--- config.mk ---
export PLATFORM = sky130hd
export DESIGN_NAME = mem_port_arbiter
export DESIGN_NICKNAME = d
export VERILOG_FILES = /design/src/rtl/mem_port_arbiter.sv
export SDC_FILE = /design/constraint.sdc
export NUM_CORES = 1
export LEC_CHECK = 0
export BUFFER_PORTS_ARGS = -buffer_cell sky130_fd_sc_hd__buf_4
export CAP_MARGIN = 5
export CORE_AREA = 2 2 109 111
export CTS_CLUSTER_DIAMETER = 50
export DETAILED_ROUTE_END_ITERATION = 10
export DIE_AREA = 0 0 111 113
export GPL_TIMING_DRIVEN = 0
export PLACE_DENSITY_LB_ADDON = 0.3
export REMOVE_ABC_BUFFERS = 1
export SLEW_MARGIN = 0
export SYNTH_ARGS = -nofsm -noshare
export SYNTH_HDL_FRONTEND = slang
export SYNTH_SLANG_ARGS = --single-unit
--- constraint.sdc ---
create_clock -name clk_i -period 1.8 [get_ports clk_i]
set_input_delay 0.27 -clock clk_i [delete_from_list [all_inputs] [get_ports clk_i]]
set_output_delay 0.27 -clock clk_i [all_outputs]
set_load 0.05 [all_outputs]
--- src/rtl/mem_port_arbiter.sv ---
// mem_port_arbiter: shares one single-ported memory between instruction fetch and the MEM stage,
// one transaction at a time, data first with a streak limit so fetch cannot starve forever.
module mem_port_arbiter #(
   parameter int unsigned MAX_DATA_STREAK = 4
) (
   input  logic        clk_i,
   input  logic        rstn_i,
   input  logic        if_req_i,
   input  logic [31:0] if_addr_i,
   output logic        if_gnt_o,
   output logic        if_rvalid_o,
   output logic [31:0] if_rdata_o,
   input  logic        dm_req_i,
   input  logic        dm_we_i,
   input  logic [31:0] dm_addr_i,
   input  logic [31:0] dm_wdata_i,
   input  logic [3:0]  dm_be_i,
   output logic        dm_gnt_o,
   output logic        dm_rvalid_o,
   output logic [31:0] dm_rdata_o,
   input  logic        flush_i,
   output logic        mem_req_o,
   output logic        mem_we_o,
   output logic [31:0] mem_addr_o,
   output logic [31:0] mem_wdata_o,
   output logic [3:0]  mem_be_o,
   input  logic        mem_gnt_i,
   input  logic        mem_rvalid_i,
   input  logic [31:0] mem_rdata_i
);
   typedef enum logic [1:0] {S_IDLE, S_REQ, S_WAIT} state_t;
   localparam logic [3:0] MAX_S = 4'(MAX_DATA_STREAK);
   state_t      state_q, state_d;
   logic        owner_q, owner_d;
   logic        drop_q, drop_d;
   logic [3:0]  streak_q, streak_d;
   logic        we_q, we_d;
   logic [31:0] addr_q, addr_d;
   logic [31:0] wdata_q, wdata_d;
   logic [3:0]  be_q, be_d;
   logic        dm_win, if_win, rsp;
   // owner: 1 = fetch, 0 = data; grants are held off while reset is asserted
   always_comb begin
      dm_win   = rstn_i && state_q == S_IDLE && dm_req_i && (streak_q < MAX_S || !if_req_i || flush_i);
      if_win   = rstn_i && state_q == S_IDLE && !dm_win && if_req_i && !flush_i;
      rsp      = state_q == S_WAIT && mem_rvalid_i;
      state_d  = state_q;
      owner_d  = owner_q;
      drop_d   = drop_q;
      streak_d = streak_q;
      we_d     = we_q;
      addr_d   = addr_q;
      wdata_d  = wdata_q;
      be_d     = be_q;
      case (state_q)
         S_IDLE:  state_d = (dm_win || if_win) ? S_REQ : S_IDLE;
         S_REQ:   state_d = mem_gnt_i ? S_WAIT : S_REQ;
         S_WAIT:  state_d = mem_rvalid_i ? S_IDLE : S_WAIT;
         default: state_d = S_IDLE;
      endcase
      if (dm_win) begin
         owner_d  = 1'b0;
         we_d     = dm_we_i;
         addr_d   = dm_addr_i;
         wdata_d  = dm_wdata_i;
         be_d     = dm_be_i;
         streak_d = !if_req_i ? 4'd0 : (streak_q >= MAX_S ? MAX_S : streak_q + 4'd1);
      end else if (if_win) begin
         owner_d  = 1'b1;
         we_d     = 1'b0;
         addr_d   = if_addr_i;
         wdata_d  = 32'd0;
         be_d     = 4'hF;
         streak_d = 4'd0;
      end
      if (state_q != S_IDLE && owner_q && flush_i) drop_d = 1'b1;
      if (state_d == S_IDLE) drop_d = 1'b0;
   end
   always_ff @(posedge clk_i or negedge rstn_i) begin
      if (!rstn_i) begin
         state_q  <= S_IDLE;
         owner_q  <= 1'b0;
         drop_q   <= 1'b0;
         streak_q <= 4'd0;
         we_q     <= 1'b0;
         addr_q   <= 32'd0;
         wdata_q  <= 32'd0;
         be_q     <= 4'd0;
      end else begin
         state_q  <= state_d;
         owner_q  <= owner_d;
         drop_q   <= drop_d;
         streak_q <= streak_d;
         we_q     <= we_d;
         addr_q   <= addr_d;
         wdata_q  <= wdata_d;
         be_q     <= be_d;
      end
   end
   // a fetch response is also killed by a flush arriving in the same cycle as the data
   assign if_gnt_o    = if_win;
   assign dm_gnt_o    = dm_win;
   assign if_rvalid_o = rsp && owner_q && !drop_q && !flush_i;
   assign dm_rvalid_o = rsp && !owner_q;
   assign if_rdata_o  = mem_rdata_i;
   assign dm_rdata_o  = mem_rdata_i;
   assign mem_req_o   = state_q == S_REQ;
   assign mem_we_o    = we_q;
   assign mem_addr_o  = addr_q;
   assign mem_wdata_o = wdata_q;
   assign mem_be_o    = be_q;
endmodule

==> impl_metrics.json, run 1 <==
{
  "seqCellArea_um2": 1930,
  "period_minus_slack_ps": 1800,
  "hp-class": "in2async",
  "dr.pass1.iters": 4,
  "num-fill-cells": 1025,
  "syn-instance-count": 301,
  "clock_latency_ps": 340,
  "grt_start_max_net_pins": 81,
  "grt_antenna_before_repair": 0,
  "outcome": "finished, violations left",
  "syn-cell-area_um2": 3970,
  "leakage_uw": 0.00257,
  "cts_tree": "yes",
  "die_h_um": 113,
  "gp_congestion": 0.757,
  "reg2reg_slack_ps": 30,
  "num_antenna_cells": 0,
  "first_global_vias": 3218,
  "via_count": 3182,
  "route.detailed.drc": 0,
  "hpwl_um": 9170,
  "htreeDepth": 3,
  "fp.coreArea_um2": 11300,
  "io_pins": 278,
  "fmax_mhz": 557,
  "syn_avg_cell_area_um2": 13.2,
  "cp-start-kind": "register",
  "synthDominantCellAreaShare": 0.486,
  "multi_input_area_um2": 1410,
  "cap_violations": 0,
  "die_w_um": 111,
  "clockBufferDepth": 2,
  "synth_largest_area_cell": "dfrtp_1",
  "nets": 563,
  "finalSetupViolCount": 0,
  "grt_usage": 0.219,
  "rsz0062_at_grt": "true",
  "worstPathArrival_ps": 1530,
  "synthToLayoutAreaGrowth_pct": 37.7,
  "ctsRootBufferMaster": "clkbuf_16",
  "finalCritPeriodShare": 0.998,
  "yosysSeqAreaShare": 0.486,
  "clock_sinks": 77,
  "yosys-top-cells-area": "dfrtp_1 (49%), buf_4 (13%), nor4b_2 (11%)",
  "ys.flop_type": "dfrtp_1",
  "finalMaxSlewViolations": 0,
  "drt-initial-drc-count": 172,
  "routed_wl_um": 14200,
  "regToRegEndpoint": "mem_addr_o[31]",
  "synth.distinct_cells": 34,
  "synth_edf_count": 0,
  "p_per_area_nw_per_um2": 1880,
  "post_drt_wl_per_cell_um": 25.0,
  "final_area_um2": 5460,
  "vias_per_cell": 5.58,
  "drtAntennaViolNets": 0,
  "tightest_slew_ps": 853,
  "violations": "hold timing",
  "initial_utilization": 0.352,
  "place_area_um2": 4910,
  "final_layout_size_suffix_gt1_frac": 0.602,
  "final_core_util": 0.484,
  "slew_headroom": 0.431,
  "critPathRequiredTime_ps": 1530,
  "finalSetupTns_ps": 0,
  "synthArstFlopShare": 1.00,
  "path_max_fanout": 3,
  "place.port_buffers": 181,
  "num_rows": 39,
  "end_kind": "output port",
  "hold-worst-slack_ps": -172,
  "reg2reg_from": "state_q[1]",
  "grt_pass1_wl_um": 20200,
  "vdd_drop_max_mv": 0.944,
  "gr-total-overflow": 0,
  "finalClockSkew_ps": 7.88,
  "worstSetupPathType": "reg2out",
  "clkTransAtPathRegs_ps": 60,
  "finalHoldViolations": 77,
  "reg2reg_depth": 5,
  "numCtsBuffers": 9,
  "yosysWarnings": 0,
  "die-area_um2": 12500,
  "synth_seq_cells": 77
}
-- final cells by class --
type | instances | share of cell area
clock buffers | 10 | 0.0419
clock inverters | 6 | 0.0160
inverters | 4 | 0.00756
multi-input cells | 133 | 0.258
flip-flops and latches | 77 | 0.354
well taps | 143 | 0.0328
repair buffers | 195 | 0.286
repair inverters | 2 | 0.00367
-- worst max-delay path, stage by stage, from the launching register on --
cell     delay (ps)
dfrtp_2         430
or3b_4          440
nor3_4          140
buf_6           180
-- synthesized netlist by cell type, drive strengths merged (2+ instances only) --
library cell	count
buf	84
o21ai	2
nor4b	33
a21oi	3
o22a	4
nor2	4
a22o	33
dfrtp	77
o2bb2ai	2
inv	4
a221o	32
nor3b	3
clkbuf	5
-- kinds of logic after synthesis --
| family | share of synthesized area |
|---|---|
| AO/OA/AOI/OAI | 0.186 |
| buffers and inverters | 0.174 |
| adder cells (fa/ha/maj) | 0.00315 |
| AND/OR/NAND/NOR | 0.148 |
| multiplexers | 0.00252 |
| flip-flops | 0.486 |
-- sequential cells by signal, summed over array words and instances (netlist names) --
register     flops
mem_be_o         4
mem_we_o         1
mem_addr_o      32
mem_wdata_o     32
streak_q         4
drop_q           1
owner_q          1
state_q          2
-- cells in the final DEF, fill, tap and decap left out, types with 3 or more instances in the layout --
cell type  instances
a21oi_1            3
nor2_1             4
dfrtp_2            3
buf_4            186
inv_1              3
bufinv_16          3
o22a_1             4
a22o_1            33
buf_12             5
dfrtp_1           74
nor4b_2           32
a221o_1           32
clkbuf_16         10
-- metal layers --
| layer | track usage | wire length [um] | vias up | part of all wire |
|---|---|---|---|---|
| met3 | 0.142 | 2030 | 18 | 0.14 |
| li1 | - | - | 1342 | - |
| met4 | 0.0758 | 230 | 0 | 0.016 |
| met1 | 0.277 | 6030 | 1577 | 0.42 |
| met5 | 0.0471 | 0 | - | 0 |
| met2 | 0.296 | 5940 | 245 | 0.42 |
-- where the power goes --
part           internal, uW  switching (uW)
sequential             2470             465
combinational          1820            3560
clock                  1210             709
total                  5510            4740
-- metrics by stage --
stage          std cells  power [uW]  setup slack [ps]
6_report             570       10200              4.05
3_3_place_gp         536        8040             -3100
3_5_place_dp         540        8130             -1540
2_1_floorplan        212        6340             -1430
4_1_cts              567       10200             -2.76
5_1_grt              570       10700             -46.0
-- what timing repair did --
action                     4_1_cts  5_1_grt
setup buffers                    7        2
cloned                           4        1
hold endpoints to repair        77       77
setup endpoints to repair       72       15
pin swaps                        5        2
resized for setup               16        7
-- how the worst max path moves through the flow --
stage                           from    endpoint  slack [ps]
after floorplan             if_req_i  state_q[0]       -1430
after global placement      if_req_i  state_q[0]       -3100
after detailed placement      rstn_i    dm_gnt_o       -1540
after CTS                 state_q[1]    if_gnt_o          -3
after global routing      state_q[1]    if_gnt_o         -50
final                     state_q[1]    if_gnt_o           4
(Power assumes the default switching activity.)
==> run 2: changes to the inputs <==
ABC_AREA = 1   (was not set)
CORE_AREA = not set   (was 2 2 109 111)
CORE_ASPECT_RATIO = 0.8   (was not set)
CORE_MARGIN = 2   (was not set)
CORE_UTILIZATION = 40   (was not set)
DIE_AREA = not set   (was 0 0 111 113)
==> impl_metrics.json, run 2 <==
{
  "yosys-top-cells-area": "dfrtp_1 (47%), nand3_1 (17%), buf_4 (13%)",
  "cap_violations": 0,
  "yosysSeqAreaShare": 0.466,
  "grt_usage": 0.275,
  "vdd_drop_max_mv": 1.09,
  "leakage_uw": 0.00313,
  "worstSetupPathType": "reg2out",
  "syn-cell-area_um2": 4130,
  "path_cells": "nor2_4 -> nand2_4 -> nor2_4 -> nand2_8 -> inv_16 -> nor2_2 -> buf_6",
  "finalSetupViolCount": 1,
  "gr-total-overflow": 0,
  "cpMaxStageDelayCell": "dfrtp_1",
  "synth.distinct_cells": 20,
  "num-fill-cells": 947,
  "fin_ws_ps": -14.0,
  "syn_avg_cell_area_um2": 7.93,
  "worstPathArrival_ps": 1540,
  "path_max_fanout": 5,
  "p_clk_frac": 0.165,
  "p_int_uw": 5680,
  "fin_total_pwr_uw": 11300,
  "power_switching_uw": 5630,
  "place.port_buffers": 181,
  "finalHoldViolations": 77,
  "via_count": 4016,
  "clkTransAtPathRegs_ps": 60,
  "post_drt_wl_per_cell_um": 19.6,
  "synth_most_common_cell": "nand2_1",
  "p_seq_frac": 0.267,
  "tightest_slew_ps": 528,
  "p_per_area_nw_per_um2": 1970,
  "final_cell_mix": "buf_4 (192), nand2_1 (135), nand3_1 (134)",
  "reg2reg_from": "state_q[1]",
  "io_pins": 278,
  "violations": "hold timing, setup timing",
  "die-area_um2": 11200,
  "share_comb_of_total_power": 0.568,
  "max_stage_delay_ps": 410,
  "final_common_cell": "buf_4",
  "die_h_um": 94.9,
  "seqCellArea_um2": 1930,
  "grt_antenna_before_repair": 0,
  "crit_family": "simple AND/OR/NAND/NOR gates",
  "finalClockSkew_ps": 3.73,
  "clock_sinks": 77,
  "finalCritPeriodShare": 1.01,
  "synth_common_cells": "nand2_1 (138), nand3_1 (137), dfrtp_1 (77)",
  "fmax_mhz": 551,
  "synthDominantCellAreaShare": 0.466,
  "grt_pass1_wl_um": 22700,
  "p_sw_frac": 0.498,
  "end_kind": "output port",
  "route.detailed.drc": 0,
  "synth_largest_area_cell": "dfrtp_1",
  "path_depth": 7,
  "nets": 784,
  "period_minus_slack_ps": 1810,
  "vias_per_cell": 5.10,
  "finalMaxSlewViolations": 0,
  "multi_input_area_um2": 1600,
  "grt_start_max_net_pins": 84,
  "synthToLayoutAreaGrowth_pct": 38.8,
  "crit_path_frequent_cell": "nor2_4",
  "initial_utilization": 0.407,
  "first_global_vias": 3799,
  "num_antenna_cells": 0,
  "reg2reg_depth": 7,
  "hold-worst-slack_ps": -162,
  "drt-initial-drc-count": 259,
  "fp.coreArea_um2": 10200,
  "htreeDepth": 3,
  "synth_seq_cells": 77,
  "rsz0062_at_grt": "true",
  "dr.pass1.iters": 5,
  "ys.flop_type": "dfrtp_1",
  "slew_headroom": 0.648,
  "critical_path_buf_inv_count": 2,
  "clock_latency_ps": 330,
  "syn-instance-count": 521,
  "outcome": "finished, violations left",
  "die_w_um": 118,
  "final_core_util": 0.565,
  "cp-startpoint": "state_q[1]",
  "hp-class": "in2async",
  "final_layout_size_suffix_gt1_frac": 0.364,
  "critPathRequiredTime_ps": 1530,
  "gp_congestion": 0.772,
  "num_rows": 33,
  "numCtsBuffers": 9,
  "drtAntennaViolNets": 0,
  "synthArstFlopShare": 1.00,
  "yosysWarnings": 0,
  "cts_tree": "yes",
  "routed_wl_um": 15500,
  "clockBufferDepth": 2,
  "hpwl_um": 8940,
  "synth_edf_count": 0,
  "cp-start-kind": "register",
  "ctsRootBufferMaster": "clkbuf_16",
  "pre_cts_slack_ps": -2340
}
[run 2: logic make-up after synthesis]
logic type                 count (synthesis)  share of synthesized area
adders and majority gates                  1                    0.00303
AOI/OAI and AO/OA                         10                     0.0124
DFF                                       77                      0.466
and+or+nand+nor                          292                      0.316
buffers and inverters                    141                      0.203
[run 2: stage by stage]
step	TNS [ps]	hold slack [ps]	area [um2]	std cells
after floorplan	-80070	-25.6	3460	425
after global placement	-249630	463	5000	746
after detailed placement	-151000	466	5020	746
after CTS	-337	-115	5670	786
after global routing	-284	-95.7	5740	788
final	-14.0	-162	5740	788
[run 2: power by group through the flow]
stage	logic, uW	registers (uW)	clock network [uW]
final	6420	3020	1870
after global routing	6870	3110	1980
after CTS	6380	3010	1920
after detailed placement	5990	3030	0
after global placement	5960	2990	0
after floorplan	1390	5640	0
[run 2: worst paths after layout]
| check | to | slack, ps |
|---|---|---|
| worst max-delay path | if_gnt_o | -10 |
| worst min-delay path | mem_be_o[0] | -160 |
| worst max register to register | mem_addr_o[3] | 80 |
| worst min register to register | streak_q[0] | 500 |
| max in group asynchronous | mem_addr_o[31] | 1520 |
| min in group clk_i | mem_wdata_o[0] | 130 |
[run 2: final cells by class]
type | instances | share of cell area
Timing Repair inverter | 1 | 0.00153
Clock inverter | 3 | 0.00741
Timing Repair Buffer | 198 | 0.266
Multi-Input combinational cell | 311 | 0.279
Tap cell | 140 | 0.0305
Inverter | 45 | 0.0323
Clock buffer | 13 | 0.0471
Sequential cell | 77 | 0.336
[run 2: metal layers]
metal  wire (um)  track usage  vias to the layer above
met5          32       0.0670                        -
met4         336       0.0853                        2
met3        2020        0.155                       23
met2        6280        0.364                      251
met1        6800        0.371                     1888
li1            -            -                     1852
[run 2: timing repair]
| action | CTS | global route |
|---|---|---|
| resized for setup | 29 | 10 |
| buffers inserted | 16 | 2 |
| setup endpoints to repair | 78 | 40 |
| endpoints found under the hold margin | 77 | 77 |
| gates cloned | 8 | 1 |
| pin swaps | 6 | 3 |
[run 2: worst register-to-register path: stages (launching register included)]
cell and delay (ps):
dfrtp_1 410, nor2_4 180, buf_4 140, buf_6 120
nand3_4 300, nand2_8 310, nand3_1 120, nand2_1 80
==> run 3: changes to the inputs <==
CELL_PAD_IN_SITES_DETAIL_PLACEMENT = 0   (was not set)
CELL_PAD_IN_SITES_GLOBAL_PLACEMENT = 1   (was not set)
CORE_ASPECT_RATIO = 1.1   (was 0.8)
CORE_UTILIZATION = 28   (was 40)
==> impl_metrics.json, run 3 (same netlist as run 2, synthesis figures left out) <==
{
  "outcome": "finished, violations left",
  "violations": "hold timing, setup timing",
  "tightest_slew_ps": 540,
  "route.detailed.drc": 0,
  "synthToLayoutAreaGrowth_pct": 43.9,
  "hold-worst-slack_ps": -128,
  "worstPathArrival_ps": 1560,
  "path_cells": "nor2_4 -> buf_6 -> nand3_4 -> buf_12 -> nor2_4 -> buf_6",
  "p_int_uw": 5560,
  "share_comb_of_total_power": 0.579,
  "finalSetupViolCount": 2,
  "nets": 793,
  "clock_latency_ps": 330,
  "p_sw_frac": 0.503,
  "num_antenna_cells": 0,
  "final_layout_size_suffix_gt1_frac": 0.369,
  "clkTransAtPathRegs_ps": 60,
  "period_minus_slack_ps": 1830,
  "post_drt_wl_per_cell_um": 20.5,
  "slew_headroom": 0.640,
  "power_switching_uw": 5630,
  "first_global_vias": 3923,
  "finalClockSkew_ps": 6.46,
  "hpwl_um": 10700,
  "via_count": 4059,
  "worstSetupPathType": "reg2out",
  "numCtsBuffers": 9,
  "grt_usage": 0.214,
  "cpMaxStageDelayCell": "dfrtp_1",
  "finalMaxSlewViolations": 0,
  "hp-class": "in2async",
  "ctsRootBufferMaster": "clkbuf_16",
  "rsz0062_at_grt": "true",
  "grt_pass1_wl_um": 24900,
  "gr-total-overflow": 0,
  "end_kind": "output port",
  "io_pins": 278,
  "final_common_cell": "buf_4",
  "initial_utilization": 0.286,
  "routed_wl_um": 17300,
  "die-area_um2": 15800,
  "clock_sinks": 77,
  "cap_violations": 0,
  "drtAntennaViolNets": 0,
  "grt_start_max_net_pins": 83,
  "path_max_fanout": 4,
  "fmax_mhz": 546,
  "clockBufferDepth": 2,
  "max_stage_delay_ps": 420,
  "p_per_area_nw_per_um2": 1880,
  "finalSetupTns_ps": -34.2,
  "cp-start-kind": "register",
  "dr.pass1.iters": 4,
  "vias_per_cell": 4.79,
  "drt-initial-drc-count": 315,
  "p_clk_frac": 0.150,
  "p_seq_frac": 0.271,
  "htreeDepth": 3,
  "die_h_um": 131,
  "cts_tree": "yes",
  "critPathRequiredTime_ps": 1530,
  "gp_congestion": 0.720,
  "fin_ws_ps": -31.9,
  "fin_total_pwr_uw": 11200,
  "final_cell_mix": "buf_4 (192), nand2_1 (135), nand3_1 (135)",
  "vdd_drop_max_mv": 0.573,
  "num_rows": 46,
  "fp.coreArea_um2": 14400,
  "die_w_um": 120,
  "place.port_buffers": 181,
  "finalCritPeriodShare": 1.02,
  "grt_antenna_before_repair": 0,
  "finalHoldViolations": 55,
  "leakage_uw": 0.00324
}
run 3: final cells by class:
type                            count  area (um2)
Timing Repair inverter              1        8.76
Clock buffer                       11         243
Tap cell                          192         240
Multi-Input combinational cell    308        1520
Fill cell                        1478        8500
Clock inverter                      4        25.0
Sequential cell                    77        1930
Inverter                           45         185
Timing Repair Buffer              210        1800
run 3: worst paths after layout:
check,from,endpoint,slack [ps],depth (start not counted)
setup / recovery,state_q[0],if_gnt_o,-30,6
hold / removal,rstn_i,mem_wdata_o[6],-130,1
setup reg to reg,state_q[0],mem_wdata_o[15],80,8
hold reg to reg,streak_q[3],streak_q[3],490,2
max in group asynchronous,rstn_i,mem_addr_o[9],1430,2
min in group clk_i,dm_wdata_i[0],mem_wdata_o[0],130,3
run 3: worst max-delay path: cells and delay by family (launching register included):
family	cells	cell delay (ps)
buffers and inverters	3	450
flip-flops	1	420
AND/OR/NAND/NOR	3	350
run 3: power groups by stage:
stage,registers [uW],clock network [uW],logic (uW)
after floorplan,5640,0,1390
after global placement,3010,0,5960
after detailed placement,3050,0,6050
after CTS,3030,1740,6410
after global routing,3120,1810,6910
final,3030,1680,6480
run 3: what timing repair did:
item / in CTS / in global routing
pin swaps: 5 / 3
gates cloned: 8 / 2
endpoints found under the setup margin: 78 / 61
setup buffers: 16 / 3
endpoints found under the hold margin: 77 / 22
resized for setup: 23 / 8
run 3: per-layer routing:
layer | track usage | routed length, um | up-vias
met2 | 0.306 | 7530 | 291
li1 | - | - | 1872
met5 | 0.0855 | 178 | -
met1 | 0.270 | 7190 | 1871
met4 | 0.0634 | 229 | 4
met3 | 0.116 | 2220 | 21
run 3: through the flow:
stage,cells,util,hold WS [ps],cell area [um2],setup slack (ps)
3_5_place_dp,803,0.361,466,5210,-2540
6_report,848,0.412,-128,5950,-31.9
3_3_place_gp,798,0.351,465,5060,-4690
2_1_floorplan,425,-,-25.6,3460,-1520
5_1_grt,848,0.412,-83.9,5950,-116
4_1_cts,842,0.402,-32.6,5810,-77.8
